==> src/rtl/dmem_store_unit_pkg.sv <==
// xg_store_pkg: shared definitions for the data-memory store path.
//   LANES              : byte lanes on the 32-bit data bus
//   F3_SB/F3_SH/F3_SW  : funct3 encodings of the supported stores
//   state_t            : store unit FSM states
package xg_store_pkg;

  localparam int LANES = 4;

  localparam logic [2:0] F3_SB = 3'b000;
  localparam logic [2:0] F3_SH = 3'b001;
  localparam logic [2:0] F3_SW = 3'b010;

  typedef enum logic [1:0] {
    IDLE  = 2'd0,
    ISSUE = 2'd1,
    DONE  = 2'd2,
    ERR   = 2'd3
  } state_t;

endpackage

==> src/rtl/dmem_store_unit_lane_align.sv <==
// store_lane_align: combinational byte-lane steering for one store.
//   addr_lo [1:0]  in  : low address bits (byte offset within the word)
//   funct3  [2:0]  in  : store size (SB/SH/SW)
//   data    [DW]   in  : right-justified store data
//   wdata   [DW]   out : data replicated onto every lane it may occupy
//   wstrb   [4]    out : byte enables for the addressed lanes
//   legal          out : store is naturally aligned and of a supported size
module store_lane_align
  import xg_store_pkg::*;
#(
  parameter int DW = 32
) (
  input  logic [1:0]       addr_lo,
  input  logic [2:0]       funct3,
  input  logic [DW-1:0]    data,
  output logic [DW-1:0]    wdata,
  output logic [LANES-1:0] wstrb,
  output logic             legal
);

  always_comb begin
    wdata = '0;
    wstrb = '0;
    legal = 1'b0;
    case (funct3)
      F3_SB: begin
        wdata = {4{data[7:0]}};
        wstrb = 4'b0001 << addr_lo;
        legal = 1'b1;
      end
      F3_SH: begin
        wdata = {2{data[15:0]}};
        wstrb = 4'b0011 << {addr_lo[1], 1'b0};
        legal = ~addr_lo[0];
      end
      F3_SW: begin
        wdata = data;
        wstrb = 4'b1111;
        legal = (addr_lo == 2'b00);
      end
      default: ;
    endcase
  end

endmodule

==> src/rtl/dmem_store_unit.sv <==
// dmem_store_unit: accepts one SB/SH/SW store and issues it to data memory
// over a valid/ready write handshake, one store in flight at a time.
//   clk, rstn                : clock, asynchronous active-low reset
//   req_valid/req_ready      : store request handshake from the MEM stage
//   req_addr/data/funct3     : byte address, right-justified data, size
//   mem_valid/mem_ready      : write handshake to data memory
//   mem_addr/wdata/wstrb     : word address, lane-steered data, byte enables
//   done                     : one-cycle pulse, store committed
//   misalign                 : one-cycle pulse, store rejected
//   busy                     : unit is not idle
module dmem_store_unit
  import xg_store_pkg::*;
#(
  parameter int AW = 32,
  parameter int DW = 32
) (
  input  logic             clk,
  input  logic             rstn,
  input  logic             req_valid,
  output logic             req_ready,
  input  logic [AW-1:0]    req_addr,
  input  logic [DW-1:0]    req_data,
  input  logic [2:0]       req_funct3,
  output logic             mem_valid,
  input  logic             mem_ready,
  output logic [AW-1:0]    mem_addr,
  output logic [DW-1:0]    mem_wdata,
  output logic [LANES-1:0] mem_wstrb,
  output logic             done,
  output logic             misalign,
  output logic             busy
);

  state_t           state, state_nxt;
  logic [AW-1:0]    addr_p1;
  logic [DW-1:0]    wdata_p1;
  logic [LANES-1:0] wstrb_p1;

  logic [DW-1:0]    al_wdata;
  logic [LANES-1:0] al_wstrb;
  logic             al_legal;
  logic             accept;

  store_lane_align #(.DW(DW)) u_align (
    .addr_lo (req_addr[1:0]),
    .funct3  (req_funct3),
    .data    (req_data),
    .wdata   (al_wdata),
    .wstrb   (al_wstrb),
    .legal   (al_legal)
  );

  assign accept = req_valid && (state == IDLE);

  // ---- stage p1: request capture (data only, no reset) ----
  always_ff @(posedge clk) begin
    if (accept && al_legal) begin
      addr_p1  <= {req_addr[AW-1:2], 2'b00};
      wdata_p1 <= al_wdata;
      wstrb_p1 <= al_wstrb;
    end
  end

  always_ff @(posedge clk or negedge rstn) begin
    if (!rstn) state <= IDLE;
    else       state <= state_nxt;
  end

  // Memory-side outputs are forced to zero outside ISSUE so the data
  // registers need no reset and a reset mid-store clears them at once.
  always_comb begin
    state_nxt = state;
    req_ready = 1'b0;
    mem_valid = 1'b0;
    mem_addr  = '0;
    mem_wdata = '0;
    mem_wstrb = '0;
    done      = 1'b0;
    misalign  = 1'b0;
    busy      = (state != IDLE);
    case (state)
      IDLE: begin
        req_ready = 1'b1;
        if (req_valid) state_nxt = al_legal ? ISSUE : ERR;
      end
      ISSUE: begin
        mem_valid = 1'b1;
        mem_addr  = addr_p1;
        mem_wdata = wdata_p1;
        mem_wstrb = wstrb_p1;
        if (mem_ready) state_nxt = DONE;
      end
      DONE: begin
        done      = 1'b1;
        state_nxt = IDLE;
      end
      ERR: begin
        misalign  = 1'b1;
        state_nxt = IDLE;
      end
      default: state_nxt = IDLE;
    endcase
  end

endmodule

==> config.mk <==
export PLATFORM = sky130hd
export DESIGN_NAME = dmem_store_unit
export DESIGN_NICKNAME = d
export VERILOG_FILES = /design/src/rtl/dmem_store_unit_pkg.sv /design/src/rtl/dmem_store_unit_lane_align.sv /design/src/rtl/dmem_store_unit.sv
export SDC_FILE = /design/constraint.sdc
export NUM_CORES = 1
export LEC_CHECK = 0
export CAP_MARGIN = 20
export CORE_ASPECT_RATIO = 2
export CORE_UTILIZATION = 38
export DETAILED_ROUTE_END_ITERATION = 10
export PLACE_DENSITY = 0.77
export SETUP_SLACK_MARGIN = 0.5
export SLEW_MARGIN = 0
export SYNTH_ARGS = -nofsm -noshare
export SYNTH_HDL_FRONTEND = slang
export SYNTH_SLANG_ARGS = --single-unit
==> constraint.sdc <==
create_clock -name clk -period 3.9 [get_ports clk]
set_clock_uncertainty 0.2 [all_clocks]
set_input_delay 0.39 -clock clk [delete_from_list [all_inputs] [get_ports clk]]
set_output_delay 0.39 -clock clk [all_outputs]
set_load 0.01 [all_outputs]
* Word level (Yosys, flattened, before mapping)
Index checks and enable logic that the tools add are counted.
Storage, ports and cells: bits in registers 68, bits of input ports 71, output and inout bits 73, word-level logic and storage cells 36
Operators by class: equality and inequality tests 7, shifts and indexed selects 2, multiplexer cells 14, bitwise logic cells 1, reductions and logical operators 8
Operators with widths (count):
- case mux 32 bit (3 select lines) | 1
- 2-to-1 mux 32 bit | 2
- case mux 4 bit (3 select lines) | 1
- 2-to-1 mux 2 bit | 3
- case mux 2 bit (3 select lines) | 1
- equality test 2 bit, second input constant | 2
- logical NOT 2 bit | 2
- 2-to-1 mux 1 bit | 4
- 2-to-1 mux 4 bit | 1
- != test 2 bit, second input constant | 2
- left shift 1 x 2 -> 4 bit, first input constant | 1
- left shift 2 x 2 -> 4 bit, first input constant | 1
- equality test 3 x 1 -> 1 bit, second input constant | 1
- equality test 3 x 2 -> 1 bit, second input constant | 1
- logical NOT 3 bit | 1
- case mux 1 bit (3 select lines) | 1
- equality test 2 x 1 -> 1 bit, second input constant | 1
- logical AND 1 bit | 2
- AND reduction 2 bit | 1
- nonzero test 2 bit | 1
- OR reduction 2 bit | 1
- inverter 1 bit | 1

* Depth between registers and ports, before layout
Gate-level depths: netlist of the first run.
depth after elaboration 5, gate-level depth with buffers 5, depth with buffers taken out 3

* By module
From an unflattened synthesis of the first run, not the netlist that was laid out.
Unflattened totals: cell total of the unflattened synthesis 257, area total of the unflattened synthesis 3146.8 um^2
Modules (own cells, without submodules):
- dmem_store_unit | instances 1, cells each 155, area an instance 2588.7 um^2, sequential area each 2031.9 um^2
- store_lane_align | instances 1, cells each 102, area an instance 558.0 um^2, sequential area each 0.0 um^2

* Least setup slack after synthesis of the first run
OpenSTA, ideal clock, no wires.
kind input to register, start input req_funct3[2], end register addr_p1[10] (enable), setup time 0.490 ns, data arrival time 3.596 ns, data required time 3.210 ns, path slack -0.386 ns, stages on the path 4, path buffers 1, cell sequence buf_2 > a211oi_1 > a21oi_1 > nor2_1
Between the ends: longest elaborated chain between the ends 3, elaborated cells on any way between the ends 5, those cells by class eq/ne (2); mux (1); reduce/logical (2)
Ends and longest elaborated chain:
- start, declared | line dmem_store_unit.sv:23 | input logic [2:0] req_funct3,
- equality test 3 x 2 -> 1 bit, or another cell as far along | line dmem_store_unit_lane_align.sv:25 | case (funct3)
- case mux 1 bit (3 select lines) (*) | line dmem_store_unit_lane_align.sv:25
- logical AND 1 bit (*) | line dmem_store_unit.sv:57 | if (accept && al_legal) begin
- end signal, assigned | line dmem_store_unit.sv:58 | addr_p1 <= {req_addr[AW-1:2], 2'b00};
- end, declared | line dmem_store_unit.sv:35 | logic [AW-1:0] addr_p1;
Every way passes the cells marked *; elsewhere a longest branch is shown, timed or not. A chain may end at the register's enable or synchronous reset.

* Worst setup path in the final report of the first run
start register state[0], end output mem_addr[26]
Between the ends: longest elaborated chain between the ends 2
Ends and longest elaborated chain:
- start, declared | line dmem_store_unit.sv:34 | state_t state, state_nxt;
- start signal, assigned | line dmem_store_unit.sv:66 | else state <= state_nxt;
- equality test 2 x 1 -> 1 bit | line dmem_store_unit.sv:81 | case (state)
- 2-to-1 mux 32 bit | line dmem_store_unit.sv:81
- end, declared | line dmem_store_unit.sv:26 | output logic [AW-1:0] mem_addr,
Every way passes these cells.

==> impl_results.md, run 1 <==
- Yosys warns: 0
- Sequential share of power: 37.1%
- Routed wire length: 7.59 mm
- Post-Synthesis Cells: 261
- Slowest cell on crit path: nor2b_4
- Final #Nets: 472
- Via count: 2366
- Detail Placement HPWL: 5.63 mm
- Reg area: 2030 sq um
- Layout cells sized above 1: 5.42%
- Total CTS buffers: 9
- N_diodes: 0
- PwrDens: 470 nW/um^2
- Worst Setup End Kind: output port
- Row count: 46
- Die Ht: 131 um
- Cell internal pwr: 0.00176 W
- Crit start category: flip-flop
- First-pass GRT wire length: 11.5 mm
- Drt first pass iters: 4
- RSZ-0062 raised after global routing: no
- Class of the worst hold path: primary input to async pin
- Initial antenna violation count: 0
- Psw: 0.000561 W
- Switching Share: 24.2%
- Vias in the first global route: 2305
- Final Cycle Share: 77.8%
- P&R area growth vs syn: 56.8%
- Max_cap viols: 0
- Die area: 8680 sq um
- Layout Utilization: 61.8%
- Avg WL per Cell: 15.1 um
- CTS tree: built
- Ys flop type: edfxtp_1
- Slew Viols, Final: 0
- Critical path type: flip-flop to output port
- Skew-Pair Late Insertion Delay: 0.32 ns
- Max VDD drop: 305 uV
- Port bufs: 141
- Post-synth top cells: 75 x and2_1, 66 x edfxtp_1, 28 x a21oi_1
- Synth cell types: 21
- Leading post-synthesis cells by cell area: edfxtp_1 63%, and2_1 15%, a21oi_1 4.4%, mux2i_1 2.9%, nor2b_1 2.4%
- Clk pwr share: 35.5%
- Register area share after synthesis: 64.5%
- Flop-to-flop setup slack: 1.94 ns
- Final ANT Viol Nets: 0
- Starting Density: 39.4%
- Hold Buf Count CTS: 0
- H-tree levels: 3
- Flops & latches, synth: 68
- Levels on crit path: 4
- Comb pwr share: 27.4%
- Fmax: 329 MHz
- Post-synthesis cell area: 3150 sq um
- WP data arrival: 2.45 ns
- Outcome: finished, final reports clean
- Pre-CTS WS: 1.16 ns
- IO Pins: 144
- Initial drt markers: 125
- Slew @ Worst Pin: 0.954 ns
- Routability congestion estimate: 0.800
- Yosys top cell area share: 62.9%
- # setup viols final: 0
- Largest net degree at the start of global routing: 45
- Mean Syn Cell Area: 12.1 sq um
- CP required: 3.31 ns
- Reg2reg path depth: 4
- Clk buf depth: 2
- Worst-path cell chain: nor2b_4 > buf_4 > and2_1 > clkdlybuf4s50_1
- Total track usage: 18.5%
- Via/cell ratio: 4.71
- Sink Count: 68
- Root Driver: clkbuf_16
- Residual DRC count: 0
- Post-cts sizing count: 0
- Clock-pin transition on the worst setup and hold timing paths: 0.05 ns
- FFs w/ async S/R, synth: 2.94%
- Synth area leader: edfxtp_1
- Crit-path leading delay family: buffers and inverters
- Congestion Overflow GR: 0
- Fillcell total: 671
- Die width: 66.4 um
- Core area: 8000 sq um
- Leakage power: 1.77 nW
- CP max FO: 44
- Multi-input logic area: 1010 sq um
- Setup TNS: 0 ns
- Number of synthesized flops with an enable pin: 66
- Final hold violation count: 0
- Setup ws final: 0.865 ns
- Count leader, synth: and2_1
- Minimum clock period: 3.04 ns
- Relative slew slack: 36.1%
- WP buf/inv: 2
- Setup Fix Bufs, Post-CTS: 0
- Worst path max stage delay: 0.67 ns
-- worst paths after layout --
| kind | from | to |
|---|---|---|
| max in group asynchronous | rstn | state[1] |
| min in group clk | state[1] | state[0] |
| worst max register to register | state[1] | addr_p1[4] |
| worst min register to register | state[1] | state[0] |
| worst min-delay path | rstn | state[0] |
| worst max-delay path | state[0] | mem_addr[26] |
-- registers in the layout, summed over array words and instances, names as in the netlist --
register	flops
addr_p1	30
state	2
wdata_p1	32
wstrb_p1	4
-- kinds of logic (layout without fill, tap and decap cells) --
| logic type | Yosys count | after routing | share of synthesized area, % |
|---|---|---|---|
| buffers and inverters | 22 | 166 | 3.77 |
| AOI/OAI and AO/OA | 32 | 32 | 5.48 |
| muxes | 9 | 9 | 2.86 |
| and+or+nand+nor | 129 | 129 | 23.3 |
| DFF | 68 | 68 | 64.5 |
| other | 1 | 2 | 0.119 |
-- power by group through the flow --
stage	Clock (W)	Combinational, W	Sequential [W]
2_1_floorplan	0	0.000281	0.000873
3_3_place_gp	0	0.000635	0.000873
3_5_place_dp	0	0.000644	0.000875
4_1_cts	0.000842	0.000646	0.000861
5_1_grt	0.000871	0.000685	0.000863
6_report	0.000824	0.000636	0.000860
-- cells in the final DEF (no fill, tap or decap), types with 3 or more instances in the layout --
master and n:
a21oi_1 28, and2_1 75, buf_4 6, clkbuf_1 3, clkbuf_16 9, clkbuf_8 3
clkdlybuf4s50_1 141, edfxtp_1 66, inv_1 3, mux2i_1 9, nand2_1 17, nor2_1 14
nor2b_1 11, or2_1 8
-- layout make-up --
type,instances,area share (%)
tap,96,2.43
sequential,68,41.1
clock buffer,15,5.62
clock inverter,1,0.608
inverter,3,0.228
multi-input combinational,172,20.5
timing repair buffer,147,29.5
-- per-layer routing --
| layer | GRT usage, % | vias to the layer above | share of wire [%] |
|---|---|---|---|
| met3 | 3.65 | 19 | 5.7 |
| met2 | 33.6 | 103 | 56 |
| met5 | 0 | - | 0 |
| met1 | 18.5 | 1084 | 34 |
| li1 | - | 1160 | - |
| met4 | 11.9 | 0 | 3.8 |
-- through the flow --
stage	power, W	area [sq um]	hold slack, ns	cells
global placement	0.00151	4630	0.313	486
floorplan	0.00115	3160	-0.106	262
finish	0.00232	4940	0.0382	502
detailed placement	0.00152	4630	0.341	486
global route	0.00242	4940	0.0374	502
CTS	0.00235	4940	0.0271	502
Power figures use the tool's default switching activity.
==> run 2, diff against run 1 <==
--- a/config.mk
+++ b/config.mk
@@ -7,9 +7,9 @@
 export LEC_CHECK = 0
 export CAP_MARGIN = 20
 export CORE_ASPECT_RATIO = 2
-export CORE_UTILIZATION = 38
+export CORE_UTILIZATION = 42
 export DETAILED_ROUTE_END_ITERATION = 10
-export PLACE_DENSITY = 0.77
+export PLACE_DENSITY = 0.81
 export SETUP_SLACK_MARGIN = 0.5
 export SLEW_MARGIN = 0
 export SYNTH_ARGS = -nofsm -noshare
==> constraint.sdc (replaced) <==
create_clock -name clk -period 2.94 [get_ports clk]
set_clock_uncertainty 0.2 [all_clocks]
set_input_delay 0.294 -clock clk [delete_from_list [all_inputs] [get_ports clk]]
set_output_delay 0.294 -clock clk [all_outputs]
set_load 0.01 [all_outputs]
==> impl_results.md, run 2 (synthesized netlist as in run 1, its figures left out) <==
- Number of flip-flops in the largest register: 32 (unchanged)
- Routed wire length: 7.50 mm (was 7.59 mm)
- Detail Placement HPWL: 5.53 mm (was 5.63 mm)
- Worst Setup End Kind: output port (unchanged)
- CTS tree: built (unchanged)
- Row count: 44 (was 46)
- Layout Utilization: 68.5% (was 61.8%)
- Tot Pwr: 0.00302 W (was 0.00232 W)
- Minimum clock period: 2.35 ns
- Sink Count: 68 (unchanged)
- Reg area: 2030 sq um (about the same)
- Leakage power: 1.80 nW (was 1.77 nW)
- Clk buf depth: 2 (unchanged)
- Starting Density: 43.4% (was 39.4%)
- Top flop regs: wdata_p1 x32, addr_p1 x30, wstrb_p1 x4 (unchanged)
- IO Pins: 144 (unchanged)
- PwrDens: 607 nW/um^2 (was 470 nW/um^2)
- Routability congestion estimate: 0.832 (was 0.800)
- Avg WL per Cell: 15.0 um (was 15.1 um)
- Setup TNS: 0 ns (unchanged)
- Max VDD drop: 315 uV (was 305 uV)
- Clock-pin transition on the worst setup and hold timing paths: 0.05 ns (about the same)
- Max_cap viols: 0 (unchanged)
- Largest net degree at the start of global routing: 69 (was 45)
- Die width: 63.3 um (was 66.4 um)
- Final Cycle Share: 79.9%
- # setup viols final: 0 (unchanged)
- Most frequent cells in the layout: 140 x clkdlybuf4s50_1, 75 x and2_1, 66 x edfxtp_1 (was 141 x clkdlybuf4s50_1, 75 x and2_1, 66 x edfxtp_1)
- Initial antenna violation count: 0 (unchanged)
- Skew-Pair Late Insertion Delay: 0.32 ns (about the same)
- WP data arrival: 1.86 ns (was 2.45 ns)
- Residual DRC count: 0 (unchanged)
- Fmax: 426 MHz
- Congestion Overflow GR: 0 (unchanged)
- Outcome: finished, final reports clean (unchanged)
- Fillcell total: 542 (was 671)
- Slew Viols, Final: 0 (unchanged)
- Cells after DPL: 483 (was 486)
- H-tree levels: 3 (unchanged)
- Initial drt markers: 83 (was 125)
- Relative slew slack: 53.8% (was 36.1%)
- Class of the worst hold path: primary input to flip-flop (was primary input to async pin)
- Total CTS buffers: 9 (unchanged)
- Setup Fix Bufs, Post-CTS: 0 (unchanged)
- Vias in the first global route: 2338 (was 2305)
- P&R area growth vs syn: 58.0% (was 56.8%)
- Drt first pass iters: 4 (unchanged)
- Die Ht: 125 um (was 131 um)
- Core area: 7270 sq um (was 8000 sq um)
- RSZ-0062 raised after global routing: yes (was no)
- Total track usage: 19.5% (was 18.5%)
- Port bufs: 141 (unchanged)
- Commonest non-fill, non-tap cell in the layout: clkdlybuf4s50_1 (unchanged)
- N_diodes: 0 (unchanged)
- CP required: 2.45 ns (was 3.31 ns)
- Layout cells sized above 1: 5.38% (was 5.42%)
- Slew @ Worst Pin: 0.693 ns (was 0.954 ns)
- Final Instance Area: 4980 sq um (was 4940 sq um)
- Final #Nets: 475 (was 472)
- Placement-stage cell area: 4650 sq um (was 4630 sq um)
- Critical path type: flip-flop to output port (unchanged)
- Largest reg by FF count: wdata_p1 (unchanged)
- Final hold violation count: 0 (unchanged)
- Final ANT Viol Nets: 0 (unchanged)
- Root Driver: clkbuf_16 (unchanged)
- Post-route insts no fill: 501 (was 502)
- Die area: 7880 sq um (was 8680 sq um)
- Reg2reg path depth: 4 (unchanged)
- Via count: 2390 (was 2366)
- Multi-input logic area: 1010 sq um (unchanged)
- Crit start category: flip-flop (unchanged)
- First-pass GRT wire length: 11.3 mm (was 11.5 mm)
- WHS Path Cells: 1
- CP max FO: 34 (was 44)
- Via/cell ratio: 4.77 (was 4.71)
run 2: path summary, 6_finish.rpt:
path | start | endpoint | slack (ns)
max | state[1] | mem_wdata[9] | 0.59
min | req_addr[14] | addr_p1[14] | 0.33
max reg2reg | state[1] | addr_p1[17] | 1.19
min reg2reg | state[1] | state[0] | 0.37
max in group asynchronous | rstn | state[0] | 1.89
min in group asynchronous | rstn | state[1] | 0.49
run 2: routing by layer:
metal	share of wire, %	vias up	track usage [%]
met5	0	-	0
li1	-	1161	-
met1	32	1102	18.4
met2	58	107	36.1
met4	4.3	0	12.0
met3	6.0	20	4.95
run 2: area by class of cell:
cell class	instances	share of cell area [%]
repair buffers	150	30.7
multi-input cells	172	20.4
clock buffers	13	4.83
inverters	3	0.226
clock inverters	3	0.754
flip-flops and latches	68	40.8
well taps	92	2.31
run 2: metrics by stage:
step           hold WS, ns  setup slack (ns)
3_3_place_gp         0.277             0.692
3_5_place_dp         0.283             0.655
5_1_grt              0.318             0.500
6_report             0.329             0.591
2_1_floorplan       -0.202             0.558
4_1_cts              0.317             0.501
run 2: where the power goes:
part           total, W  internal (W)  leakage (nW)  switching [W]
registers       0.00114       0.00112         0.629      0.0000208
logic          0.000888      0.000520          1.03       0.000368
clock network  0.000990      0.000651         0.133       0.000340
run 2: worst max-delay path, cell delays in order (launching register included):
cell and delay (ns):
dfrtp_1 0.44, nor2b_4 0.20, clkbuf_16 0.22, and2_1 0.14, clkdlybuf4s50_1 0.53
run 2: repair_timing:
action                                 CTS  global route
endpoints found under the hold margin    2             0
gates resized for setup                  3             2
setup endpoints to repair               67            66
hold buffers                             1             0
cloned                                   0             1
==> run 3, diff against run 2 <==
==> constraint.sdc (replaced) <==
create_clock -name clk -period 2.3 [get_ports clk]
set_clock_uncertainty 0.2 [all_clocks]
set_input_delay 0.23 -clock clk [delete_from_list [all_inputs] [get_ports clk]]
set_output_delay 0.23 -clock clk [all_outputs]
set_load 0.01 [all_outputs]
==> impl_results.md, run 3 (synthesized netlist as in run 1, its figures left out) <==
- Outcome: finished, final reports clean (unchanged)
- Port bufs: 141 (unchanged)
- Commonest non-fill, non-tap cell in the layout: buf_6 (was clkdlybuf4s50_1)
- Final ANT Viol Nets: 0 (unchanged)
- Routability congestion estimate: 0.805 (was 0.832)
- Pre-CTS WS: 0.198 ns (was 0.655 ns)
- Crit start category: flip-flop (unchanged)
- Slowest cell on crit path: dfrtp_2 (was clkdlybuf4s50_1)
- Setup ws final: 0.282 ns (was 0.591 ns)
- Via count: 2704 (was 2390)
- WHS Path Cells: 1 (unchanged)
- Final Cycle Share: 87.8%
- CP max FO: 6 (was 34)
- Switching Share: 26.1% (was 24.1%)
- Setup TNS: 0 ns (unchanged)
- Sequential share of power: 30.3% (was 37.9%)
- Largest net degree at the start of global routing: 37 (was 69)
- Critical path type: flip-flop to output port (unchanged)
- Clk buf depth: 2 (unchanged)
- IO Pins: 144 (unchanged)
- First-pass GRT wire length: 13.7 mm (was 11.3 mm)
- Detail Placement HPWL: 5.78 mm (was 5.53 mm)
- Cell internal pwr: 0.00356 W (was 0.00229 W)
- Total track usage: 24.1% (was 19.5%)
- Vias in the first global route: 2657 (was 2338)
- Number of flip-flops in the largest register: 32 (unchanged)
- Avg WL per Cell: 20.6 um (was 15.0 um)
- Root Driver: clkbuf_16 (unchanged)
- Die area: 7880 sq um (unchanged)
- Worst-path cell chain: nor2b_4 > buf_4 > buf_6 > buf_6 > buf_6 > and2_4 > buf_6 (was nor2b_4 > clkbuf_16 > and2_1 > clkdlybuf4s50_1)
- # setup viols final: 0 (unchanged)
- Sink Count: 68 (unchanged)
- Placement-stage cell area: 4700 sq um (was 4650 sq um)
- Flop-to-flop setup slack: 0.36 ns (was 1.19 ns)
- Row count: 44 (unchanged)
- WP buf/inv: 5 (was 2)
- Worst Min Path Start: req_addr[27] (was req_addr[14])
- Hold Path Sink: addr_p1[27] (was addr_p1[14])
- CP required: 1.87 ns (was 2.45 ns)
- Worst Setup End Kind: output port (unchanged)
- PwrDens: 839 nW/um^2 (was 607 nW/um^2)
- Post-route insts no fill: 535 (was 501)
- N_diodes: 0 (unchanged)
- Final Instance Area: 5750 sq um (was 4980 sq um)
- Initial antenna violation count: 0 (unchanged)
- Comb pwr share: 39.9% (was 29.4%)
- Final #Nets: 509 (was 475)
- Crit-path leading delay family: buffers and inverters (unchanged)
- Final hold violation count: 0 (unchanged)
- CP dominant cell by count: buf_6
- Core area: 7270 sq um (unchanged)
- Die Ht: 125 um (unchanged)
- Residual DRC count: 0 (unchanged)
- Total CTS buffers: 9 (unchanged)
- Initial drt markers: 140 (was 83)
- Cells after DPL: 486 (was 483)
- Leakage power: 2.34 nW (was 1.80 nW)
- Slew Viols, Final: 0 (unchanged)
- Psw: 0.00126 W (was 0.000728 W)
- Minimum clock period: 2.02 ns
- Fmax: 495 MHz
- Drt first pass iters: 4 (unchanged)
- Layout cells sized above 1: 42.4% (was 5.38%)
- Die width: 63.3 um (unchanged)
- Starting Density: 43.4% (unchanged)
- Via/cell ratio: 5.05 (was 4.77)
- Top flop regs: wdata_p1 x32, addr_p1 x30, wstrb_p1 x4 (unchanged)
- Max VDD drop: 604 uV (was 315 uV)
- Skew-Pair Late Insertion Delay: 0.34 ns (was 0.32 ns)
- H-tree levels: 3 (unchanged)
- Reg2reg path depth: 8 (was 4)
- Congestion Overflow GR: 0 (unchanged)
- WP data arrival: 1.59 ns (was 1.86 ns)
- Layout Utilization: 79.1% (was 68.5%)
- Clock-pin transition on the worst setup and hold timing paths: 0.05 ns (about the same)
- Reg2Reg Launch Point: state[1] (unchanged)
- Most frequent cells in the layout: 71 x buf_6, 70 x clkdlybuf4s50_1, 66 x edfxtp_1 (was 140 x clkdlybuf4s50_1, 75 x and2_1, 66 x edfxtp_1)
- Worst path max stage delay: 0.40 ns (was 0.53 ns)
- Max_cap viols: 0 (unchanged)
- Routed wire length: 11.0 mm (was 7.50 mm)
- P&R area growth vs syn: 82.4% (was 58.0%)
- RR Endpoint: wdata_p1[14] (was addr_p1[17])
- Clk pwr share: 29.7% (was 32.8%)
- Largest reg by FF count: wdata_p1 (unchanged)
- Class of the worst hold path: primary input to flip-flop (unchanged)
- CTS tree: built (unchanged)
- RSZ-0062 raised after global routing: yes (unchanged)
[run 3: final cells by class]
cell class	instances	area (sq um)
repair buffers	184	2110
flip-flops and latches	68	2030
fillers	404	1520
multi-input cells	172	1170
clock buffers	10	229
well taps	92	115
clock inverters	6	78.8
inverters	3	11.3
[run 3: worst max path at each step]
stage	from	to	depth (start not counted)
after global routing	state[1]	mem_wdata[1]	6
after detailed placement	req_funct3[0]	wstrb_p1[0]	4
final	state[0]	mem_addr[25]	7
after global placement	req_funct3[2]	wdata_p1[11]	5
after floorplan	state[0]	addr_p1[10]	3
after CTS	state[1]	mem_wdata[17]	6
[run 3: worst register-to-register path, delay by kind of cell (launching register included)]
family / cells / cell delay [ns]
buffers and inverters: 5 / 0.65
DFF: 1 / 0.42
and+or+nand+nor: 3 / 0.39
[run 3: per-layer routing]
metal	wire length [um]	up-vias	GRT usage [%]
met2	6560	136	48.0
li1	-	1233	-
met1	3470	1305	21.2
met4	426	0	12.6
met3	540	30	5.04
met5	0	-	0
[run 3: power by group through the flow]
stage	registers [W]	logic, W	clock network, W
6_report	0.00146	0.00193	0.00143
5_1_grt	0.00147	0.00200	0.00150
4_1_cts	0.00146	0.00151	0.00141
3_5_place_dp	0.00149	0.00114	0
3_3_place_gp	0.00149	0.00112	0
2_1_floorplan	0.00148	0.000485	0
[run 3: timing repair]
item	CTS	global route
hold buffers	1	0
resized for setup	330	87
setup endpoints to repair	71	146
endpoints found under the hold margin	2	0
pin swaps	15	33
cloned	7	9
buffers inserted	9	7
[run 3: metrics by stage]
| step | hold WS, ns | power, W |
|---|---|---|
| finish | 0.257 | 0.00482 |
| global route | 0.252 | 0.00496 |
| CTS | 0.250 | 0.00438 |
| detailed placement | 0.202 | 0.00263 |
| global placement | 0.202 | 0.00261 |
| floorplan | -0.266 | 0.00197 |
